## src/rtl/ldst_issue_sched_if.sv

```systemverilog
// ----------------------------------------------------------------------------
// ldst_issue_sched_if
// Bundle of the dispatch, issue and retire signals of the load/store issue
// scheduler.
//   slave  : the scheduler (receives dispatch/retire, presents issue)
//   master : the surrounding pipeline (dispatch stage, AGU, retire logic)
// Signals:
//   disp0_*/disp1_* : two dispatch slots, slot 0 older than slot 1
//   disp_ready      : at least two entries are free
//   issue_*         : oldest eligible entry, valid/ready handshake
//   retire_valid    : retire the head entry
//   free_cnt        : number of free entries, 0..4
// ----------------------------------------------------------------------------
interface ldst_issue_sched_if #(
    parameter int TAG_W = 4
);
    logic             disp0_valid;
    logic             disp0_is_store;
    logic [TAG_W-1:0] disp0_tag;
    logic             disp1_valid;
    logic             disp1_is_store;
    logic [TAG_W-1:0] disp1_tag;
    logic             disp_ready;
    logic             issue_valid;
    logic [TAG_W-1:0] issue_tag;
    logic             issue_is_store;
    logic             issue_ready;
    logic             retire_valid;
    logic [2:0]       free_cnt;

    modport slave (
        input  disp0_valid, disp0_is_store, disp0_tag,
        input  disp1_valid, disp1_is_store, disp1_tag,
        input  issue_ready, retire_valid,
        output disp_ready, issue_valid, issue_tag, issue_is_store, free_cnt
    );

    modport master (
        output disp0_valid, disp0_is_store, disp0_tag,
        output disp1_valid, disp1_is_store, disp1_tag,
        output issue_ready, retire_valid,
        input  disp_ready, issue_valid, issue_tag, issue_is_store, free_cnt
    );
endinterface

```

## src/rtl/ldst_issue_sched.sv

```systemverilog
// ----------------------------------------------------------------------------
// ldst_issue_sched
// 4-entry age-ordered load/store issue scheduler between dispatch and the
// AGU. A dependence matrix keeps each load waiting until every older store
// has issued. The oldest eligible entry is presented over valid/ready, and
// entries retire in order from the head.
// Ports:
//   clk     : clock
//   rst     : synchronous, active-low reset
//   flush_i : discard all entries (dispatch/issue/retire that cycle dropped)
//   bus     : dispatch / issue / retire bundle (slave side)
// ----------------------------------------------------------------------------
module ldst_issue_sched #(
    parameter int DEPTH = 4,   // only 4 supported; pointers are 2 bits
    parameter int TAG_W = 4
) (
    input  logic                 clk,
    input  logic                 rst,
    input  logic                 flush_i,
    ldst_issue_sched_if.slave    bus
);
    localparam int PTR_W = 2;

    typedef logic [DEPTH-1:0] row_t;

    // Control state (reset) and payload state (not reset)
    row_t                        valid_q,    valid_d;
    row_t                        issued_q,   issued_d;
    row_t                        is_store_q, is_store_d;
    row_t [DEPTH-1:0]            dep_q,      dep_d;     // dep[i][j]: load i waits on store j
    logic [DEPTH-1:0][TAG_W-1:0] tag_q,      tag_d;
    logic [PTR_W-1:0]            head_q,     head_d;
    logic [PTR_W-1:0]            tail_q,     tail_d;
    logic [2:0]                  count_q,    count_d;

    row_t             eligible;
    logic             sel_found;
    logic [PTR_W-1:0] sel_idx;
    logic             fire;
    logic             retire_ok;
    logic             acc0;
    logic             acc1;
    logic [PTR_W-1:0] slot0;
    logic [PTR_W-1:0] slot1;
    row_t             pend_store;

    // ------------------------------------------------------------------
    // Eligibility and oldest-first selection (registered state only)
    // ------------------------------------------------------------------
    always_comb begin
        for (int i = 0; i < DEPTH; i++) begin
            eligible[i] = valid_q[i] & ~issued_q[i] & (is_store_q[i] | ~|dep_q[i]);
        end
    end

    always_comb begin
        // NOTE: every variable written in an always_comb gets a default
        // first, so no path leaves it unassigned and no latch is inferred.
        sel_found = 1'b0;
        sel_idx   = head_q;
        for (int k = 0; k < DEPTH; k++) begin
            automatic logic [PTR_W-1:0] p = head_q + PTR_W'(k);  // wraps mod 4
            if (!sel_found && eligible[p]) begin
                sel_found = 1'b1;
                sel_idx   = p;
            end
        end
    end

    assign bus.issue_valid    = sel_found;
    assign bus.issue_tag      = tag_q[sel_idx];
    assign bus.issue_is_store = is_store_q[sel_idx];
    assign bus.disp_ready     = (count_q <= 3'd2);
    assign bus.free_cnt       = 3'(DEPTH) - count_q;

    // ------------------------------------------------------------------
    // Handshake decode
    // ------------------------------------------------------------------
    assign fire      = sel_found & bus.issue_ready;
    assign retire_ok = bus.retire_valid & valid_q[head_q] & issued_q[head_q];
    assign acc0      = bus.disp_ready & bus.disp0_valid;
    assign acc1      = acc0 & bus.disp1_valid;
    assign slot0     = tail_q;
    assign slot1     = tail_q + PTR_W'(1);

    // ------------------------------------------------------------------
    // Next state
    // ------------------------------------------------------------------
    always_comb begin
        valid_d    = valid_q;
        issued_d   = issued_q;
        is_store_d = is_store_q;
        dep_d      = dep_q;
        tag_d      = tag_q;
        head_d     = head_q;
        tail_d     = tail_q;
        count_d    = count_q;

        // Stores still lacking an address, as seen after this cycle's fire
        for (int j = 0; j < DEPTH; j++) begin
            pend_store[j] = valid_q[j] & is_store_q[j] & ~issued_q[j];
        end

        if (fire) begin
            issued_d[sel_idx]   = 1'b1;
            pend_store[sel_idx] = 1'b0;
            if (is_store_q[sel_idx]) begin
                for (int i = 0; i < DEPTH; i++) begin
                    dep_d[i][sel_idx] = 1'b0;
                end
            end
        end

        if (retire_ok) begin
            valid_d[head_q] = 1'b0;
            head_d          = head_q + PTR_W'(1);
        end

        // disp_ready guarantees slots tail and tail+1 are free
        if (acc0) begin
            valid_d[slot0]    = 1'b1;
            issued_d[slot0]   = 1'b0;
            is_store_d[slot0] = bus.disp0_is_store;
            tag_d[slot0]      = bus.disp0_tag;
            dep_d[slot0]      = bus.disp0_is_store ? '0 : pend_store;
        end
        if (acc1) begin
            valid_d[slot1]    = 1'b1;
            issued_d[slot1]   = 1'b0;
            is_store_d[slot1] = bus.disp1_is_store;
            tag_d[slot1]      = bus.disp1_tag;
            // A slot-1 load also waits on a same-cycle slot-0 store
            dep_d[slot1]      = bus.disp1_is_store ? '0 :
                                (pend_store | (bus.disp0_is_store ? (row_t'(1) << slot0) : '0));
        end

        tail_d  = tail_q + PTR_W'(acc0) + PTR_W'(acc1);
        count_d = count_q + 3'(acc0) + 3'(acc1) - 3'(retire_ok);

        if (flush_i) begin
            valid_d  = '0;
            issued_d = '0;
            dep_d    = '0;
            head_d   = '0;
            tail_d   = '0;
            count_d  = '0;
        end
    end

    // ------------------------------------------------------------------
    // State registers
    // ------------------------------------------------------------------
    // NOTE: sequential state uses non-blocking assignments so every
    // register samples its next value from the same pre-edge state.
    always_ff @(posedge clk) begin
        if (!rst) begin
            valid_q  <= '0;
            issued_q <= '0;
            dep_q    <= '0;
            head_q   <= '0;
            tail_q   <= '0;
            count_q  <= '0;
        end else begin
            valid_q  <= valid_d;
            issued_q <= issued_d;
            dep_q    <= dep_d;
            head_q   <= head_d;
            tail_q   <= tail_d;
            count_q  <= count_d;
        end
    end

    // NOTE: payload storage is not reset; it is only ever read behind a
    // valid bit, so clearing it would add reset fan-out for no benefit.
    always_ff @(posedge clk) begin
        is_store_q <= is_store_d;
        tag_q      <= tag_d;
    end

endmodule

```

## src/flat_wrapper.sv

```systemverilog
// flat-port wrapper written by rule: the top's interface ports become plain ports
module ldst_issue_sched_flat 
#(
    parameter int DEPTH = 4,                                           
    parameter int TAG_W = 4
)
  (clk, rst, flush_i, bus_disp0_valid, bus_disp0_is_store, bus_disp0_tag, bus_disp1_valid, bus_disp1_is_store, bus_disp1_tag, bus_issue_ready, bus_retire_valid, bus_disp_ready, bus_issue_valid, bus_issue_tag, bus_issue_is_store, bus_free_cnt);
  ldst_issue_sched_if #(.TAG_W(TAG_W)) bus_i ();
  input  logic clk;
  input  logic rst;
  input  logic flush_i;
  input wire logic [$bits(bus_i.disp0_valid)-1:0] bus_disp0_valid;
  input wire logic [$bits(bus_i.disp0_is_store)-1:0] bus_disp0_is_store;
  input wire logic [$bits(bus_i.disp0_tag)-1:0] bus_disp0_tag;
  input wire logic [$bits(bus_i.disp1_valid)-1:0] bus_disp1_valid;
  input wire logic [$bits(bus_i.disp1_is_store)-1:0] bus_disp1_is_store;
  input wire logic [$bits(bus_i.disp1_tag)-1:0] bus_disp1_tag;
  input wire logic [$bits(bus_i.issue_ready)-1:0] bus_issue_ready;
  input wire logic [$bits(bus_i.retire_valid)-1:0] bus_retire_valid;
  output wire logic [$bits(bus_i.disp_ready)-1:0] bus_disp_ready;
  output wire logic [$bits(bus_i.issue_valid)-1:0] bus_issue_valid;
  output wire logic [$bits(bus_i.issue_tag)-1:0] bus_issue_tag;
  output wire logic [$bits(bus_i.issue_is_store)-1:0] bus_issue_is_store;
  output wire logic [$bits(bus_i.free_cnt)-1:0] bus_free_cnt;
  assign bus_i.disp0_valid = bus_disp0_valid;
  assign bus_i.disp0_is_store = bus_disp0_is_store;
  assign bus_i.disp0_tag = bus_disp0_tag;
  assign bus_i.disp1_valid = bus_disp1_valid;
  assign bus_i.disp1_is_store = bus_disp1_is_store;
  assign bus_i.disp1_tag = bus_disp1_tag;
  assign bus_i.issue_ready = bus_issue_ready;
  assign bus_i.retire_valid = bus_retire_valid;
  assign bus_disp_ready = bus_i.disp_ready;
  assign bus_issue_valid = bus_i.issue_valid;
  assign bus_issue_tag = bus_i.issue_tag;
  assign bus_issue_is_store = bus_i.issue_is_store;
  assign bus_free_cnt = bus_i.free_cnt;
  ldst_issue_sched #(.DEPTH(DEPTH), .TAG_W(TAG_W)) u_core (.clk(clk), .rst(rst), .flush_i(flush_i), .bus(bus_i));
endmodule
```

## config.mk

```make
export PLATFORM = sky130hd
export DESIGN_NAME = ldst_issue_sched_flat
export DESIGN_NICKNAME = d
export VERILOG_FILES = /design/src/rtl/ldst_issue_sched_if.sv /design/src/rtl/ldst_issue_sched.sv /design/src/flat_wrapper.sv
export SDC_FILE = /design/constraint.sdc
export NUM_CORES = 1
export LEC_CHECK = 0
export BUFFER_PORTS_ARGS = -buffer_cell sky130_fd_sc_hd__buf_4
export CELL_PAD_IN_SITES_DETAIL_PLACEMENT = 1
export CELL_PAD_IN_SITES_GLOBAL_PLACEMENT = 1
export CORE_MARGIN = 3
export CORE_UTILIZATION = 44
export CTS_BUF_LIST = sky130_fd_sc_hd__clkbuf_8
export DETAILED_ROUTE_END_ITERATION = 10
export PLACE_DENSITY_LB_ADDON = 0.1
export SETUP_SLACK_MARGIN = 0.2
export SYNTH_ARGS = -nofsm -noshare
export SYNTH_HDL_FRONTEND = slang
export SYNTH_SLANG_ARGS = --single-unit
```

## constraint.sdc

```tcl
create_clock -name clk -period 4.7 [get_ports clk]
set_input_delay 0.94 -clock clk [delete_from_list [all_inputs] [get_ports clk]]
set_output_delay 0.94 -clock clk [all_outputs]
set_load 0.02 [all_outputs]
```

# Word-level counts from Yosys, hierarchy flattened
# Index checks and enable logic that the tools add are counted.
dict set report word_totals {
  latchBits 0
  register_bits 51
  mem_bits_ro 0
  mem_count 0
  in_bits 17
  out_inout_bits 10
  mem_bits_rw 0
}
dict set report classes {
  mul 0
  add_sub_neg 10
  shifts 1
  div_mod_pow 0
  n_mux 59
  eq_ne 0
  bitwise_logic 46
  magnitude_cmp 12
  reduce_logical 19
}
# operator count
set op_table {}
lappend op_table {{$mux W16} 6}
lappend op_table {{$bwmux W16} 4}
lappend op_table {{$mux W4} 15}
lappend op_table {{$and A4 B4 Y4} 8}
lappend op_table {{$and A1 B1 Y1} 21}
lappend op_table {{$lt A2 B3 Y1 const B} 7}
lappend op_table {{$demux W4 S2} 2}
lappend op_table {{$not A4 Y4} 4}
lappend op_table {{$or A4 B4 Y4} 4}
lappend op_table {{$reduce_or A4 Y1} 4}
lappend op_table {{$mux W1} 15}
lappend op_table {{$bmux W1 S2} 7}
lappend op_table {{$bmux W4 S2} 1}
lappend op_table {{$bwmux W4} 2}
lappend op_table {{$demux W1 S2} 4}
lappend op_table {{$ge A2 B1 Y1 const B} 4}
lappend op_table {{$logic_and A1 B1 Y1} 7}
lappend op_table {{$logic_not A1 Y1} 7}
lappend op_table {{$add A3 B1 Y3} 2}
lappend op_table {{$mux W2} 3}
lappend op_table {{$not A1 Y1} 5}
lappend op_table {{$add A2 B1 Y2} 2}
lappend op_table {{$add A2 B1 Y2 const B} 2}
lappend op_table {{$add A2 B2 Y2 const B} 2}
lappend op_table {{6 further kinds} 9}

# Logic depth before layout (Yosys ltp)
dict set report logic_depth {
  ltp_word 28
  depth_mapped 12
  ltp_nobuf 10
}

# Worst setup path before layout
# Ideal clock, no wire load.
dict set report synth_timing {
  kind {register to output}
  from {reg u_core.head_q[0]}
  to {out bus_issue_is_store}
  t_required_ns 3.760
  arrival_ns 2.388
  n_path_buf 1
  path_stages_with_launch 9
  setup_slack_ns 1.372
  path_cell_list {dfxtp_1 buf_2 inv_1 ha_1 mux2i_1 o221ai_2 nand2_2 mux2i_1 mux2i_1}
}
dict set report synth_between {
  elab_chain_cells 14
  word_cells_on_any_way 25
}
# element line
set synth_rtl {}
lappend synth_rtl {{start, declared} ldst_issue_sched.sv:32} ;# logic [PTR_W-1:0] head_q, head_d;
lappend synth_rtl {{start signal, assigned} ldst_issue_sched.sv:160} ;# head_q <= '0;
lappend synth_rtl {{start signal, assigned} ldst_issue_sched.sv:167} ;# head_q <= head_d;
lappend synth_rtl {{branches (longest 11 deep; another with $add A2 B1 Y2)} --}
lappend synth_rtl {{$mux W2 *} ldst_issue_sched.sv:63} ;# if (!sel_found && eligible[p]) begin
lappend synth_rtl {{$bmux W1 S2 *} ldst_issue_sched.sv:72} ;# assign bus.issue_is_store = is_store_q[sel_idx];
lappend synth_rtl {{$mux W1 (implied by the code) *} ldst_issue_sched.sv:72}
lappend synth_rtl {{end, declared} flat_wrapper.sv:23} ;# output wire logic [$bits(bus_i.issue_is_store)-1:0] bus_issue_is_store;
# Mark *: on every way between the ends. The select of a mux whose other input is x is not followed.

# Worst setup path in the final report
dict set report layout_timing {
  from {reg u_core.head_q[0]}
  to {out bus_issue_tag[0]}
}
dict set report layout_between {
  elab_chain_cells 14
  word_cells_on_any_way 25
}
# element line
set layout_rtl {}
lappend layout_rtl {{branches (longest 11 deep; another with $add A2 B1 Y2)} --}
lappend layout_rtl {{$mux W2 *} ldst_issue_sched.sv:63}
lappend layout_rtl {{$bmux W4 S2 *} ldst_issue_sched.sv:71} ;# assign bus.issue_tag = tag_q[sel_idx];
lappend layout_rtl {{$mux W4 (implied by the code) *} ldst_issue_sched.sv:71}
lappend layout_rtl {{end, declared} flat_wrapper.sv:22} ;# output wire logic [$bits(bus_i.issue_tag)-1:0] bus_issue_tag;
# Marks and branches as above.

==> flow_metrics.py <==
metrics = {
    "cells_and_area": {
        "nets": 430,
        "diode_count": 0,
        "syn_to_final_growth_pct": 10.5,
        "most_frequent_cells_in_the_layout": "nand2_1, dfxtp_1, nor2_1",
        "layout_commonest_cell": "nand2_1",
        "num-fill-cells": 897,
        "layout-drive-gt1-share_pct": 14.1,
    },
    "cts": {
        "clkLatencyLatePin_ns": 0.31,
        "clk_pin_slew_ns": 0.10,
        "clock_buffer_count_from_cts": 5,
        "tritoncts_clock_tree": "yes",
        "cts.hold.buffers_added": 0,
        "clock_tree.htree_level_count": 2,
        "postCtsResizedCells": 0,
        "cts_num_sinks": 51,
        "ctsLongestPathBuffers": 2,
        "clk_root_buffer_cell": "clkbuf_8",
        "cts_setup_buffers": 0,
    },
    "route": {
        "detail_route.iter0.violations": 244,
        "drc": 0,
        "wl_per_cell_um": 20.6,
        "via_count": 3019,
        "antenna_left": 0,
        "drtPass1Iterations": 4,
        "detail_route.wirelength_um": 10300,
        "average_via_count_per_standard_cell": 6.05,
    },
    "place": {
        "dp_worst_setup_slack_ns": 1.12,
        "half_perimeter_wire_length_of_the_detailed_placement_result_um": 7220,
        "place_congestion": 0.832,
        "numPortBuffers": 26,
    },
    "synthesis": {
        "netlist-cell-type-count": 52,
        "ys_async_sr_fraction_pct": 0,
        "synth_fp_nets": 419,
        "synth_top_flop_cell": "dfxtp_1",
        "cell_area_synth_um2": 3150,
        "yosys_register_bits": 51,
        "syn-mean-instance-area_um2": 8.07,
        "synth_enable_flop_cells": 0,
        "synth_warnings": 0,
        "netlist_instances": 391,
        "fraction_of_the_yosys_area_taken_by_sequential_cells_pct": 32.4,
    },
    "critical_path": {
        "crit_path_max_fo": 12,
        "worst-r2r-setup-slack_ns": 1.67,
        "crit_path_end_kind": "output pin",
        "cp.arrival_ns": 2.98,
        "cp.required_ns": 3.76,
        "timing.critical_path.from_type": "flip-flop",
        "timing_worst_setup_path_type": "flip-flop to output pin",
    },
    "die": {
        "number_of_placement_rows": 30,
        "floorplan.die.height_um": 90.7,
        "initial_utilization_pct": 45.9,
        "fp.dieArea_um2": 8220,
        "design.portCount": 27,
        "die_width_um": 90.7,
        "floorplan.core_area_um2": 6870,
    },
    "sta": {
        "layout_worst_path_cycle_share_pct": 83.3,
        "tightestPinTransition_ns": 1.14,
        "postLayoutSetupSlackWorst_ns": 0.784,
        "report.final.slew_viol_count": 0,
        "worst_clk_skew_ns": 0.00795,
        "clock_period_minus_worst_slack_ns": 3.92,
        "unrepaired_setup_endpoints_after_global_routing": "false",
        "final-hold-violation-count": 0,
        "timing.setup.tns_ns": 0,
        "max_freq_mhz": 255,
        "maxSlewHeadroom_pct": 23.9,
        "finalSetupViolations": 0,
    },
    "pwr": {
        "pd_cells_nw_per_um2": 342,
        "design_power_total_uw": 1190,
        "power.leakage_uw": 0.00132,
        "peak_supply_drop_mv": 0.172,
    },
    "status": {
        "run_status": "completed",
    },
    "global_routing": {
        "grt_antenna_before_repair": 0,
        "grt.total_usage_pct": 25.8,
        "grt_pass1_wl_um": 16800,
        "largest_net_degree_at_the_start_of_global_routing": 18,
        "total_grt_overflow": 0,
        "grt_pass1_vias": 3164,
    },
    "min_path": {
        "min_path_type": "flip-flop to flip-flop",
    },
    "job": {
        "max_cap_violations": 0,
    },
}
[cell usage after synthesis (all sizes together) (2+ instances only)]
master,instances,area share (%)
ha,8,3.2
a31oi,28,5.6
fa,3,1.9
nand2,73,8.8
xor2,2,0.56
a21oi,14,2.3
o211ai,13,3.1
a2111oi,2,0.95
nor3,10,1.7
mux2i,17,5.4
or2,2,0.40
nor4,6,2.1
nand3,14,2.4
a211oi,2,0.87
xnor2,2,0.56
o21a,3,0.75
o211a,2,0.63
o21ai,12,2.0
nor2b,7,1.4
inv,14,1.7
o31ai,9,2.1
a311oi,6,1.7
dfxtp,51,32
nor2,39,4.6
nand2b,3,0.60
clkbuf,17,2.0
nor3b,2,0.63
o311a,9,2.9
buf,8,1.9
and2,5,0.99
[layout make-up]
class                           instances  area (um^2)  share of cell area [%]
Sequential cell                        51         1020                    29.3
Inverter                               14         52.6                    1.51
Clock inverter                          2         35.0                    1.01
Tap cell                               96          120                    3.45
Clock buffer                            6         82.6                    2.37
Multi-Input combinational cell        301         1960                    56.1
Timing Repair Buffer                   29          218                    6.25
[registers in the layout, indices dropped and copies added (netlist names)]
register           flops
u_core.is_store_q      4
u_core.head_q          2
u_core.count_q         3
u_core.slot0           2
u_core.dep_q          16
u_core.tag_q          16
u_core.issued_q        4
u_core.valid_q         4
[report_power, final]
part / switching, uW / internal, uW / total (uW)
Sequential: 79.1 / 506 / 585
Clock: 158 / 173 / 330
Combinational: 161 / 117 / 277
[critical path: stages (launching register included)]
cell and delay [ns]:
dfxtp_1 0.59, inv_1 0.20, ha_1 0.42, mux2i_1 0.16, o221ai_2 0.43, nand2_2 0.35, mux2i_1 0.20, mux2i_1 0.16
buf_4 0.16
[stage by stage]
stage | area [um^2] | hold WS [ns] | util [%] | std cells
floorplan | 3150 | 0.450 | - | 391
global placement | 3370 | 0.461 | 49.0 | 491
detailed placement | 3370 | 0.474 | 49.0 | 491
CTS | 3490 | 0.488 | 50.7 | 499
global route | 3490 | 0.509 | 50.7 | 499
finish | 3490 | 0.485 | 50.7 | 499
[kinds of logic after synthesis]
| logic type | count (synthesis) | synth area share [%] |
|---|---|---|
| multiplexers | 17 | 5.39 |
| flip-flops | 51 | 32.4 |
| buffers and inverters | 39 | 5.59 |
| AND/OR/NAND/NOR | 165 | 24.8 |
| XOR/XNOR | 4 | 1.11 |
| AO/OA/AOI/OAI | 104 | 25.6 |
| adder cells (fa/ha/maj) | 11 | 5.08 |
[routing by layer]
metal | part of all wire, % | global-route usage (%)
met1 | 44 | 34.2
met4 | 1.3 | 7.14
met2 | 48 | 42.6
met3 | 6.4 | 4.92
met5 | 0 | 0
[worst paths after layout]
kind                           end             start  depth (start not counted)
hold reg to reg    u_core.tag_q[6]   u_core.tag_q[6]                          2
setup / recovery  bus_issue_tag[0]  u_core.head_q[0]                          8
setup reg to reg  u_core.dep_q[13]  u_core.head_q[0]                          8
hold / removal     u_core.tag_q[6]   u_core.tag_q[6]                          2
Note: power is estimated with default switching activity, not from simulation.
